<file path="config.mk">
export PLATFORM = sky130hd
export DESIGN_NAME = dcache_req_arbiter
export DESIGN_NICKNAME = d
export VERILOG_FILES = /design/src/rtl/dcache_req_arbiter.sv
export SDC_FILE = /design/constraint.sdc
export NUM_CORES = 1
export LEC_CHECK = 0
export CORE_MARGIN = 3
export CORE_UTILIZATION = 37
export CTS_BUF_LIST = sky130_fd_sc_hd__clkbuf_8
export DETAILED_ROUTE_END_ITERATION = 8
export MAX_ROUTING_LAYER = met4
export PLACE_DENSITY = 0.86
export SYNTH_ARGS = -nofsm -noshare
export SYNTH_HDL_FRONTEND = slang
export SYNTH_SLANG_ARGS = --single-unit
</file>
<file path="constraint.sdc">
create_clock -name clk -period 1.55 [get_ports clk]
set_input_delay 0.2325 -clock clk [delete_from_list [all_inputs] [get_ports clk]]
set_output_delay 0.2325 -clock clk [all_outputs]
set_load 0.01 [all_outputs]
</file>
<file path="src/rtl/dcache_req_arbiter.sv">
// Two-to-one data-cache request arbiter (LSU + PTW); DCACHE_ARB_RR_EN enables round-robin tie-break.
// Latency: grant registered one cycle after request; requester ack is combinational with dcache_ack_i.
// Backpressure: grant held, dcache_* stable, until dcache_ack_i; flushed LSU accesses drain silently.
module dcache_req_arbiter #(
  parameter int PALEN  = 34,
  parameter int DATA_W = 32,
  parameter int SEL_W  = 4
) (
  input  logic              clk,
  input  logic              rst_n,
  input  logic              lsu_req_i,
  input  logic              lsu_we_i,
  input  logic [SEL_W-1:0]  lsu_sel_i,
  input  logic [PALEN-1:0]  lsu_addr_i,
  input  logic [DATA_W-1:0] lsu_wdata_i,
  input  logic              lsu_flush_i,
  output logic              lsu_ack_o,
  output logic [DATA_W-1:0] lsu_rdata_o,
  input  logic              ptw_req_i,
  input  logic [PALEN-1:0]  ptw_addr_i,
  output logic              ptw_ack_o,
  output logic [DATA_W-1:0] ptw_rdata_o,
  output logic              dcache_req_o,
  output logic              dcache_we_o,
  output logic [SEL_W-1:0]  dcache_sel_o,
  output logic [PALEN-1:0]  dcache_addr_o,
  output logic [DATA_W-1:0] dcache_wdata_o,
  input  logic              dcache_ack_i,
  input  logic [DATA_W-1:0] dcache_rdata_i
);

  typedef enum logic [1:0] {IDLE, LSU_BUSY, PTW_BUSY, DRAIN} state_t;

  state_t state;
  logic   lsu_elig;
  logic   ptw_win;

  assign lsu_elig = lsu_req_i && !lsu_flush_i;

`ifdef DCACHE_ARB_RR_EN
  // Set when the most recent grant went to the PTW.
  logic last_ptw;
  assign ptw_win = ptw_req_i && (!lsu_elig || !last_ptw);
`else
  assign ptw_win = ptw_req_i;
`endif

  always_ff @(posedge clk) begin
    if (!rst_n) begin
      state          <= IDLE;
      dcache_req_o   <= 1'b0;
      dcache_we_o    <= 1'b0;
      dcache_sel_o   <= '0;
      dcache_addr_o  <= '0;
      dcache_wdata_o <= '0;
`ifdef DCACHE_ARB_RR_EN
      last_ptw       <= 1'b0;
`endif
    end else begin
      case (state)
        IDLE: begin
          if (ptw_win) begin
            state          <= PTW_BUSY;
            dcache_req_o   <= 1'b1;
            dcache_we_o    <= 1'b0;
            dcache_sel_o   <= '1;
            dcache_addr_o  <= ptw_addr_i;
            dcache_wdata_o <= '0;
`ifdef DCACHE_ARB_RR_EN
            last_ptw       <= 1'b1;
`endif
          end else if (lsu_elig) begin
            state          <= LSU_BUSY;
            dcache_req_o   <= 1'b1;
            dcache_we_o    <= lsu_we_i;
            dcache_sel_o   <= lsu_sel_i;
            dcache_addr_o  <= lsu_addr_i;
            dcache_wdata_o <= lsu_wdata_i;
`ifdef DCACHE_ARB_RR_EN
            last_ptw       <= 1'b0;
`endif
          end
        end
        LSU_BUSY: begin
          if (dcache_ack_i) begin
            state        <= IDLE;
            dcache_req_o <= 1'b0;
          end else if (lsu_flush_i) begin
            // The cache access is already issued; let it finish without reporting it.
            state <= DRAIN;
          end
        end
        default: begin
          if (dcache_ack_i) begin
            state        <= IDLE;
            dcache_req_o <= 1'b0;
          end
        end
      endcase
    end
  end

  assign lsu_ack_o   = rst_n && (state == LSU_BUSY) && dcache_ack_i && !lsu_flush_i;
  assign ptw_ack_o   = rst_n && (state == PTW_BUSY) && dcache_ack_i;
  assign lsu_rdata_o = dcache_rdata_i;
  assign ptw_rdata_o = dcache_rdata_i;

endmodule

</file>
==> flow_summary_export.csv <==
group,metric,value,unit
critical_path,worstPathMaxFanout,2,
run_status,status,"finished clean",
power_and_ir_drop,power.density,847,nW/um2
power_and_ir_drop,power.switching,0.00132,W
place,dpl.cell_count,671,
global_routing,grt_pass1_wl,20800,um
synth,synthCells,442,
sta,setup_violations,0,
critical_path,max_stage_delay,600,ps
sta,post-route-period-util,96.3,%
synth,syn_nets,585,
layout,drive_above_1_share,7.86,%
critical_path,crit_buf_inv,1,
place,dp_hpwl,9850,um
global_routing,grt_max_degree,75,
layout,fin_cells,688,
critical_path,worstPathRequired,1320,ps
hold_path,hold_path.class,"in -> out",
clock_network,cts_tree,"yes",
sta,fin_ws,57.0,ps
global_routing,grt_pass1_vias,3938,
sta,max_freq,0.670,GHz
synth,synthDistinctLibCells,23,
sta,worst_pin_slew,714,ps
synth,netlist.area_leader.share,34.8,%
synth,synth_most_common_cell,"dfxtp_1",
drt,dr.pass1.iters,4,
global_routing,grt_usage,20.9,%
power_and_ir_drop,ir_drop,0.471,mV
hold_path,whs_path_depth,0,
power_and_ir_drop,sequentialPowerShare,41.3,%
drt,route.vias.total,3836,
floorplan,core_region_area,11000,um2
layout,fin_nets,685,
critical_path,crit_type,"reg -> out",
synth,ys_seq_area_share,34.8,%
synth,syn_area,4260,um2
clock_network,cts-htree-levels,3,
synth,syn_area_per_cell,9.64,um2
drt,drt-total-wl,13600,um
clock_network,cts_made_buffers,9,
global_routing,grt_overflow,0,
synth,synth_edf_count,0,
critical_path,path_cells,"clkdlybuf4s50_1",
power_and_ir_drop,leakage,2.50,nW
sta,finalClockSkew,5.05,ps
drt,final_antenna_net_count,0,
place,gp_congestion,0.767,
drt,drc,0,
synth,yosys-top-cells-count,"74 x dfxtp_1, 66 x buf_4, 35 x a21boi_0",
floorplan,fp-row-count,38,
clock_network,clk_path_buf_depth,2,
synth,synth_flop_cell,"dfxtp_1",
layout,stdcell_area,6050,um2
critical_path,cp_top_family,"buffers and inverters",
sta,max_slew_margin,52.4,%
clock_network,clk_pin_slew,70,ps
flow_run,maxCapViolCount,0,
drt,drt-initial-drc-count,208,
floorplan,die_w,113,um
sta,hold_violations,0,
critical_path,crit_cells,1,
clock_network,cts-root-buf,"clkbuf_8",
power_and_ir_drop,p_comb_share,24.6,%
power_and_ir_drop,netSwitchingFraction,25.8,%
power_and_ir_drop,power,0.00513,W
floorplan,ios,281,
synth,async_flop_share,0,%
clock_network,numClockSinks,74,
place,port_buffers,184,
sta,final.min_clock_period,1490,ps
synth,yosysWarnings,0,
layout,syn2layout_area_growth,42.0,%
drt,routed_via_density,5.58,
critical_path,crit_slowest_cell,"clkdlybuf4s50_1",
global_routing,grt_antenna_before_repair,1,
floorplan,initial_utilization,38.6,%
synth,synth-seq-cells,74,
critical_path,arrival,1260,ps
drt,wl_per_cell,19.8,um
synth,synthTopCellsByArea,"dfxtp_1 35%, buf_4 12%, mux2i_1 8.0%",
power_and_ir_drop,p_int,0.00380,W
critical_path,cp-end-kind,"output port",
floorplan,die_y,113,um
sta,setup-tns-final,0,ps
floorplan,die_area,12800,um2
critical_path,rr_worst_depth,5,
place,place_ws,-378,ps
critical_path,worstSetupStartpointType,"flop",
place,placed_area,5780,um2
synth,yosysTopAreaCell,"dfxtp_1",
sta,drv_slew,0,
power_and_ir_drop,clkPwrFrac,34.0,%
clock_network,worstSkewPairLatency,330,ps
==> kinds of logic (layout without fill, tap and decap cells) <==
kind of cell,Yosys count,after routing,share of synthesized area (%)
DFF,74,74,34.8
muxes,34,34,7.99
AOI/OAI and AO/OA,144,144,27.7
other,0,1,0
and+or+nand+nor,76,76,13.2
buffers and inverters,114,219,16.3
==> flip-flops by register name, summed over array words and instances, names as in the netlist <==
register and flops:
dcache_req_o 1, dcache_addr_o 34, dcache_wdata_o 32, dcache_sel_o 4
state 2, dcache_we_o 1
==> cell usage in the layout (no fill, tap or decap), types with 4 or more instances in the layout <==
cell	Yosys	final
nor2b_1	34	33
dlymetal6s2s_1	0	6
buf_4	66	14
mux2i_1	34	34
o211a_1	34	34
nand4b_1	33	33
a22oi_1	33	33
clkdlybuf4s50_1	0	174
buf_12	0	4
o211ai_1	34	34
a21boi_0	35	35
o221a_1	4	4
dfxtp_1	74	74
clkbuf_8	0	12
==> repair_timing <==
item                                    in CTS  in global routing
buffers inserted                             0                  0
pin swaps                                    0                  0
hold endpoints to repair                     0                  0
resized for setup                            5                 11
hold buffers                                 0                  0
endpoints found under the setup margin       2                 13
==> layer usage <==
metal / GRT usage (%) / wire length [um] / part of all wire [%] / vias to the layer above
li1: - / - / - / 1782
met1: 23.0 / 5260 / 39 / 1827
met2: 35.7 / 6970 / 51 / 199
met3: 6.36 / 1150 / 8.5 / 28
met4: 7.45 / 268 / 2.0 / 0
met5: - / 0 / 0 / -
==> worst paths after layout <==
kind / startpoint / end / slack, ps
max reg2reg: state[0] / dcache_wdata_o[13] / 120
min reg2reg: dcache_addr_o[8] / dcache_addr_o[8] / 500
min: dcache_rdata_i[13] / lsu_rdata_o[13] / 470
max: dcache_req_o / dcache_req_o / 60
==> power groups by stage <==
| stage | clock network (W) | logic, W | registers [W] |
|---|---|---|---|
| after floorplan | 0 | 0.000658 | 0.00221 |
| after global placement | 0 | 0.00123 | 0.00215 |
| after detailed placement | 0 | 0.00126 | 0.00216 |
| after CTS | 0.00182 | 0.00127 | 0.00212 |
| after global routing | 0.00189 | 0.00135 | 0.00213 |
| final | 0.00174 | 0.00126 | 0.00212 |
==> stage by stage <==
step | utilization [%] | hold WS [ps]
floorplan | - | 406
global placement | 52.4 | 465
detailed placement | 52.4 | 465
CTS | 54.6 | 462
global route | 54.8 | 465
finish | 54.8 | 465
==> layout make-up <==
class,count,area [um2]
diodes,1,2.50
well taps,140,175
clock buffers,12,165
flip-flops and latches,74,1480
multi-input cells,254,2110
clock inverters,4,72.6
fillers,958,4980
repair buffers,203,2040
Power figures use the tool's default switching activity.
